`config.mk`:
```
export PLATFORM = sky130hd
export DESIGN_NAME = add_accum_unit_flat
export DESIGN_NICKNAME = d
export VERILOG_FILES = /design/src/rtl/add_accum_unit_if.sv /design/src/rtl/add_accum_unit.sv /design/src/flat_wrapper.sv
export SDC_FILE = /design/constraint.sdc
export NUM_CORES = 1
export LEC_CHECK = 0
export CAP_MARGIN = 20
export CORE_MARGIN = 4
export CORE_UTILIZATION = 32
export CTS_CLUSTER_SIZE = 24
export DETAILED_ROUTE_END_ITERATION = 8
export MAX_ROUTING_LAYER = met4
export PLACE_DENSITY = 0.63
export SETUP_SLACK_MARGIN = 0.02
export SYNTH_ARGS = -nofsm -noshare
export SYNTH_HDL_FRONTEND = slang
export SYNTH_SLANG_ARGS = --single-unit
```
`constraint.sdc`:
```
create_clock -name clk -period 2.95 [get_ports clk]
set_clock_uncertainty 0.2 [all_clocks]
set_input_delay 0.4425 -clock clk [delete_from_list [all_inputs] [get_ports clk]]
set_output_delay 0.4425 -clock clk [all_outputs]
set_load 0.005 [all_outputs]
```
`src/rtl/add_accum_unit_if.sv`:
```
// Handshake and data bundle for add_accum_unit.
// The producer/consumer side uses master; the unit uses slave.
interface add_accum_unit_if #(
    parameter int WIDTH = 8
);
    logic             in_valid;
    logic             in_ready;
    logic [1:0]       op;
    logic [WIDTH-1:0] a;
    logic [WIDTH-1:0] b;
    logic             out_valid;
    logic             out_ready;
    logic [WIDTH-1:0] sum;
    logic             carry;
    logic             overflow;
    logic [WIDTH-1:0] acc;
    logic             acc_ovf;

    modport master (
        output in_valid, op, a, b, out_ready,
        input  in_ready, out_valid, sum, carry, overflow, acc, acc_ovf
    );

    modport slave (
        input  in_valid, op, a, b, out_ready,
        output in_ready, out_valid, sum, carry, overflow, acc, acc_ovf
    );
endinterface

```
`src/rtl/add_accum_unit.sv`:
```
// Registered add/sub/accumulate unit with valid/ready on both sides.
// Result registers load on accept; accumulator and sticky flag move only on ACC/CLR.
module add_accum_unit #(
    parameter int WIDTH    = 8,
    parameter bit SATURATE = 1'b0
) (
    input  logic            clk,
    input  logic            rst,
    add_accum_unit_if.slave bus
);
    localparam int MSB = WIDTH - 1;

    typedef enum logic [1:0] {
        OP_ADD = 2'b00,
        OP_SUB = 2'b01,
        OP_ACC = 2'b10,
        OP_CLR = 2'b11
    } op_e;

    op_e              op;
    logic             accept;
    logic [WIDTH-1:0] lhs;
    logic [WIDTH-1:0] rhs;
    logic [WIDTH:0]   wide;
    logic [WIDTH-1:0] result;
    logic             carry_next;
    logic             overflow_next;

    logic             out_valid_q;
    logic [WIDTH-1:0] sum_q;
    logic             carry_q;
    logic             overflow_q;
    logic [WIDTH-1:0] acc_q;
    logic             acc_ovf_q;

    assign op           = op_e'(bus.op);
    assign bus.in_ready = !out_valid_q || bus.out_ready;
    assign accept       = bus.in_valid && bus.in_ready;

    // ACC reuses the adder with the accumulator as the left operand and a as the right.
    always_comb begin
        lhs           = (op == OP_ACC) ? acc_q : bus.a;
        rhs           = (op == OP_ACC) ? bus.a : bus.b;
        wide          = '0;
        carry_next    = 1'b0;
        overflow_next = 1'b0;
        case (op)
            OP_ADD, OP_ACC: begin
                wide          = {1'b0, lhs} + {1'b0, rhs};
                carry_next    = wide[WIDTH];
                overflow_next = (lhs[MSB] == rhs[MSB]) && (wide[MSB] != lhs[MSB]);
            end
            OP_SUB: begin
                wide          = {1'b0, lhs} - {1'b0, rhs};
                carry_next    = wide[WIDTH];
                overflow_next = (lhs[MSB] != rhs[MSB]) && (wide[MSB] != lhs[MSB]);
            end
            default: begin
                wide = '0;
            end
        endcase
        result = wide[MSB:0];
        // Clamp toward the side the unsigned result ran off; flags keep the raw view.
        if (SATURATE && carry_next) begin
            result = (op == OP_SUB) ? '0 : '1;
        end
    end

    always_ff @(posedge clk) begin
        if (rst) begin
            out_valid_q <= 1'b0;
            sum_q       <= '0;
            carry_q     <= 1'b0;
            overflow_q  <= 1'b0;
            acc_q       <= '0;
            acc_ovf_q   <= 1'b0;
        end else if (accept) begin
            out_valid_q <= 1'b1;
            sum_q       <= result;
            carry_q     <= carry_next;
            overflow_q  <= overflow_next;
            if (op == OP_ACC) begin
                acc_q     <= result;
                acc_ovf_q <= acc_ovf_q | carry_next;
            end else if (op == OP_CLR) begin
                acc_q     <= '0;
                acc_ovf_q <= 1'b0;
            end
        end else if (bus.out_ready) begin
            out_valid_q <= 1'b0;
        end
    end

    assign bus.out_valid = out_valid_q;
    assign bus.sum       = sum_q;
    assign bus.carry     = carry_q;
    assign bus.overflow  = overflow_q;
    assign bus.acc       = acc_q;
    assign bus.acc_ovf   = acc_ovf_q;
endmodule

```
`src/flat_wrapper.sv`:
```
// flat-port wrapper written by rule: the top's interface ports become plain ports
module add_accum_unit_flat 
#(
    parameter int WIDTH    = 8,
    parameter bit SATURATE = 1'b0
)
  (clk, rst, bus_in_valid, bus_op, bus_a, bus_b, bus_out_ready, bus_in_ready, bus_out_valid, bus_sum, bus_carry, bus_overflow, bus_acc, bus_acc_ovf);
  add_accum_unit_if #(.WIDTH(WIDTH)) bus_i ();
  input  logic clk;
  input  logic rst;
  input wire logic [$bits(bus_i.in_valid)-1:0] bus_in_valid;
  input wire logic [$bits(bus_i.op)-1:0] bus_op;
  input wire logic [$bits(bus_i.a)-1:0] bus_a;
  input wire logic [$bits(bus_i.b)-1:0] bus_b;
  input wire logic [$bits(bus_i.out_ready)-1:0] bus_out_ready;
  output wire logic [$bits(bus_i.in_ready)-1:0] bus_in_ready;
  output wire logic [$bits(bus_i.out_valid)-1:0] bus_out_valid;
  output wire logic [$bits(bus_i.sum)-1:0] bus_sum;
  output wire logic [$bits(bus_i.carry)-1:0] bus_carry;
  output wire logic [$bits(bus_i.overflow)-1:0] bus_overflow;
  output wire logic [$bits(bus_i.acc)-1:0] bus_acc;
  output wire logic [$bits(bus_i.acc_ovf)-1:0] bus_acc_ovf;
  assign bus_i.in_valid = bus_in_valid;
  assign bus_i.op = bus_op;
  assign bus_i.a = bus_a;
  assign bus_i.b = bus_b;
  assign bus_i.out_ready = bus_out_ready;
  assign bus_in_ready = bus_i.in_ready;
  assign bus_out_valid = bus_i.out_valid;
  assign bus_sum = bus_i.sum;
  assign bus_carry = bus_i.carry;
  assign bus_overflow = bus_i.overflow;
  assign bus_acc = bus_i.acc;
  assign bus_acc_ovf = bus_i.acc_ovf;
  add_accum_unit #(.WIDTH(WIDTH), .SATURATE(SATURATE)) u_core (.clk(clk), .rst(rst), .bus(bus_i));
endmodule
```
# Yosys cells after proc, flatten, opt, wreduce, memory -nomap -nowiden

Cells that the tools add are included.

Add/subtract/negate cells: 2
Equal/unequal tests: 7
Muxes and demuxes: 11
Bitwise operators: 1
Reductions and logical operators: 10

Operator list:

| kind                                           | number |
|---|---|
| two-way mux 8 bit                              | 4 |
| one-hot mux 8 bit (2 select lines)             | 1 |
| adder 8 x 8 -> 9 bit                           | 1 |
| subtractor 8 x 8 -> 9 bit                      | 1 |
| == test 2 bit (second input constant)          | 2 |
| two-way mux 1 bit                              | 4 |
| one-hot mux 1 bit (2 select lines)             | 2 |
| nonzero test 2 bit                             | 2 |
| logical AND 1 bit                              | 3 |
| inequality test 1 bit                          | 3 |
| == test 2 x 1 -> 1 bit (second input constant) | 1 |
| zero test 2 bit                                | 1 |
| AND reduction 2 bit                            | 1 |
| OR reduction 2 bit                             | 1 |
| == test 1 bit                                  | 1 |
| zero test 1 bit                                | 1 |
| logical OR 1 bit                               | 1 |
| OR 1 bit                                       | 1 |

Register bits: 20
Output and inout port bits: 21
Logic and storage cells: 37

# Longest topological paths before layout

Gate-level depths: netlist (run 1).

Depth after elaboration: 6
Gate-level depth with buffers: 13

# Least setup slack after synthesis (run 1)

Ideal clock, no wire load.

Kind: in2reg
Start point: input bus_op[0]
End point: register u_core.acc_q[4] (netlist: u_core.bus.acc[4])
Arrival: 2.973 ns
Data required time: 2.679 ns
Setup slack: -0.293 ns
Cell stages on the path: 12
Path buffers: 3
Cells stage by stage: buf_2 -> nand2b_4 -> buf_6 -> buf_2 -> mux2_2 -> ha_1 -> fa_1 -> a21o_1 -> a21oi_1 -> xor2_1 -> or3_1 -> a21oi_1

Longest elaborated chain between the ends: 5
Elaborated cells between the ends (all ways): 13
Classes of those cells: add/sub: 2; eq/ne: 3; mux: 4; reduce/logical: 4

RTL lines:

| item                                                              | RTL line                                   | source |
|---|---|---|
| start, declared                                                   | flat_wrapper.sv:12                         | `input wire logic [$bits(bus_i.op)-1:0] bus_op;` |
| == test 2 bit                                                     | n/a                                        |  |
| two-way mux 8 bit (on tied branches)                              | add_accum_unit.sv:42, add_accum_unit.sv:43 |  |
| subtractor 8 x 8 -> 9 bit or adder 8 x 8 -> 9 bit (tied branches) | add_accum_unit.sv:54, add_accum_unit.sv:49 |  |
| one-hot mux 8 bit (2 select lines)                                | add_accum_unit.sv:47                       | `case (op)` |
| two-way mux 8 bit                                                 | add_accum_unit.sv:82                       | `if (op == OP_ACC) begin` |
| end signal, assigned                                              | add_accum_unit.sv:83                       | `acc_q <= result;` |
| end, declared                                                     | add_accum_unit.sv:33                       | `logic [WIDTH-1:0] acc_q;` |

Several ways; a longest one is shown, not always the timed one.
A chain may end at the register's enable or synchronous reset.

# Worst setup path after layout (run 1)

Start point: input bus_op[1]
End point: register u_core.sum_q[7] (netlist: u_core.bus.sum[7])

Longest elaborated chain between the ends: 4
Elaborated cells between the ends (all ways): 9
Classes of those cells: add/sub: 2; eq/ne: 2; mux: 3; reduce/logical: 2

RTL lines:

| item                                                              | RTL line                                                         | source |
|---|---|---|
| == test 2 bit                                                     | add_accum_unit.sv:42, add_accum_unit.sv:43, add_accum_unit.sv:47 |  |
| two-way mux 8 bit (on tied branches)                              | add_accum_unit.sv:42, add_accum_unit.sv:43                       |  |
| subtractor 8 x 8 -> 9 bit or adder 8 x 8 -> 9 bit (tied branches) | add_accum_unit.sv:54, add_accum_unit.sv:49                       |  |
| one-hot mux 8 bit (2 select lines) *                              | add_accum_unit.sv:47                                             |  |
| end signal, assigned                                              | add_accum_unit.sv:79                                             | `sum_q <= result;` |
| end, declared                                                     | add_accum_unit.sv:30                                             | `logic [WIDTH-1:0] sum_q;` |

Mark *: on every way between the ends. The rest lies on a longest branch, timed or not.

==> out/qor.yml, run 1 <==
critical_path:
  critical_path.slowest_cell: "ha_1"
  start_kind: "input port"
  slowest_delay_ns: 0.36
  crit_path_max_fanout: 8
  crit_family: "buffers and inverters"
  crit_chain: "dlygate4sd2_1 -> nand2b_4 -> buf_4 -> mux2_2 -> ha_1 -> buf_4 -> nand2_1 -> inv_1 -> a211o_1 -> a31oi_2 -> a211oi_2"
  critical_path_required_ns: 2.88
  crit_buf_inv: 4
  endpoint_kind: "flip-flop"
  cpMostUsedCell: "buf_4"
  path_class: "input port to flip-flop"
  cp_data_arrival_time_ns: 2.74
sta:
  rsz0062_at_grt: "yes"
  setup_ws_ns: 0.1454
  fin_setup_tns_ns: 0
  slew_violations: 0
  period_minus_slack_ns: 2.805
  clock.fmax_mhz: 356.6
  hold-worst-slack_ns: 0.2567
  worstMarginPinSlew_ns: 0.5872
  hold_violations: 0
  period_share: 0.9507
  relSlewSlack: 0.6073
  final-setup-viol-count: 0
die:
  die_h_um: 85.50
  placeableCoreArea_mm2: 0.005675
  dieArea_mm2: 0.007309
  row_count: 27
  ios: 43
  die_w_um: 85.50
  initial_core_util: 0.3386
drt:
  post-route-drc-count: 0
  wirelength_mm: 5.711
  wl_met1_mm: 2.638
  vias: 1965
  post_drt_wl_per_cell_um: 15.56
  ant_nets: 0
  dr.max_layer_used: "met4"
  detail_route.iter0.violations: 84
  met3WireLength_um: 210
  viasPerCell: 5.354
  dr.pass1.iters: 4
  wl_met2_mm: 2.737
grt:
  grt_max_degree: 26
  overflow: 0
  grt_pass1_vias: 1963
  grt_use_total: 0.1646
  antenna_found_initial: 0
  grt_pass1_wl_mm: 9.535
cells_and_area:
  antenna_cells: 0
  drive_gt1_frac: 0.2847
  fin_cells: 367
  fillers: 547
  fin_area_mm2: 0.002796
  area_growth_syn_to_layout_pct: 45.51
  fin_nets: 337
pwr:
  clkPwrFrac: 0.254
  leakage_nw: 1.156
  swShare: 0.3276
  vdd_drop_max_mv: 0.1800
  power_switching_mw: 0.3651
  p_int_mw: 0.7494
  p_per_area_mw_per_mm2: 398.5
  pwr-share-comb: 0.475
  power_frac_seq: 0.271
clock_network:
  clockBufferDepth: 2
  cts_buffers: 3
  clk_latency_ns: 0.26
  cts_tree: "built"
  ctsHoldBuffers: 0
  clkSinkCount: 20
  root_buffer: "clkbuf_8"
  clkTransAtPathRegs_ns: 0.08
  htreeDepth: 1
yosys:
  synth_top_cell_by_area: "dfxtp_1"
  ys_top_cells_by_area: "dfxtp_1, ha_1, mux2_2"
  synth.net_count: 266
  yosysMostFrequentCell: "nor2_1"
  synth-edff-count: 0
  netlist_instances: 225
  ys.flop_type: "dfxtp_1"
  synth_common_cells: "nor2_1, dfxtp_1, ha_1"
  ys_warn_count: 0
  avgSynthCellArea_um2: 8.542
  ys_ff_latch: 20
  ys_seq_area_frac: 0.2083
  synth_cell_type_count: 61
  synth_area_mm2: 0.001922
  ys_async_sr_fraction: 0
  netlist.area_leader.share: 0.2083
job:
  drv_cap: 0
placement:
  dpl.hpwl_mm: 4.367
  dpl-instance-area_mm2: 0.002678
  dp_slack_ns: -0.5604
  place_congestion: 0.8531
  dpl.cell_count: 360
  port_buffers: 42
status:
  status: "finished clean"
worst_hold_path:
  min_path_type: "flip-flop to flip-flop"
-- layout make-up --
cell class | instances | area (um^2) | area share
clock buffer | 3 | 41.29 | 0.01477
clock inverter | 1 | 30.03 | 0.01074
inverter | 15 | 58.81 | 0.02103
multi-input combinational | 175 | 1469 | 0.5253
sequential | 20 | 400.4 | 0.1432
tap | 72 | 90.09 | 0.03221
timing repair buffer | 81 | 706.9 | 0.2528
-- what timing repair did --
item,in CTS,in global routing
endpoints found under the setup margin,13,6
resized for setup,7,4
gates cloned,1,0
pin swaps,1,2
endpoints found under the hold margin,0,0
buffers inserted,2,0
-- flip-flops by register name, summed over array words and instances (netlist names) --
name	cells
u_core.bus.acc_ovf	1
u_core.bus.carry	1
u_core.bus.overflow	1
u_core.bus.sum	8
u_core.bus.out_valid	1
u_core.bus.acc	8
-- through the flow --
step	util	power, mW
final	0.4927	1.114
after detailed placement	0.4718	0.8228
after global routing	0.4927	1.186
after CTS	0.4921	1.119
after floorplan	-	0.6171
after global placement	0.4718	0.8193
-- cell usage in the layout (no fill, tap or decap), types with 4 or more instances in the layout --
| master | n |
|---|---|
| a21o_1 | 4 |
| ha_1 | 13 |
| nand2_1 | 12 |
| buf_4 | 39 |
| nor3_1 | 4 |
| a211oi_1 | 4 |
| nor2_1 | 22 |
| nand2b_1 | 4 |
| inv_1 | 14 |
| a21oi_1 | 14 |
| mux2_2 | 13 |
| o211ai_1 | 10 |
| dfxtp_1 | 20 |
| xnor2_1 | 4 |
| clkdlybuf4s50_1 | 40 |
-- worst reg2reg max path: cells and delay by family (launching register included) --
kind,cells,cell delay (ns)
adder cells (fa/ha/maj),1,0.34
multiplexers,1,0.32
AO/OA/AOI/OAI,5,0.95
buffers and inverters,1,0.18
flip-flops,1,0.34
-- kinds of logic (layout without fill, tap and decap cells) --
logic type,Yosys count,count (layout),share of synthesized area
compound gates,69,69,0.2839
simple gates,62,63,0.1634
mux,19,19,0.1152
flops,20,20,0.2083
fa+ha+maj,19,19,0.1315
xor+xnor,5,5,0.02279
buf+inv,31,100,0.07487
-- power by group through the flow --
stage,combinational [mW],clock [mW],sequential [mW]
floorplan,0.308,0,0.309
global placement,0.510,0,0.309
detailed placement,0.514,0,0.309
CTS,0.526,0.289,0.303
global route,0.578,0.302,0.305
finish,0.530,0.283,0.302
-- metal layers --
metal	up-vias	track usage
met4	0	0.05036
met2	46	0.2712
met5	-	-
met1	935	0.2109
met3	12	0.01921
li1	972	-
-- path summary, 6_finish.rpt --
path                            from                  to  slack (ns)  depth (start not counted)
setup / recovery           bus_op[1]   u_core.bus.sum[7]        0.15                         11
hold / removal    u_core.bus.acc_ovf  u_core.bus.acc_ovf        0.26                          2
setup reg to reg   u_core.bus.acc[1]   u_core.bus.sum[7]        0.56                          8
hold reg to reg   u_core.bus.acc_ovf  u_core.bus.acc_ovf        0.26                          2
Note: power is estimated with default switching activity, not from simulation.
==> run 2: changes to the inputs <==
ABC_CLOCK_PERIOD_IN_PS = 2950   (was not set)
==> results of run 2 <==
Same layout as run 1: the final DEF is identical, and so are final timing and power.
==> run 3: changes to the inputs <==
SLEW_MARGIN = 20   (was not set)
==> results of run 3 <==
Same layout as run 1: the final DEF is identical, and so are final timing and power.
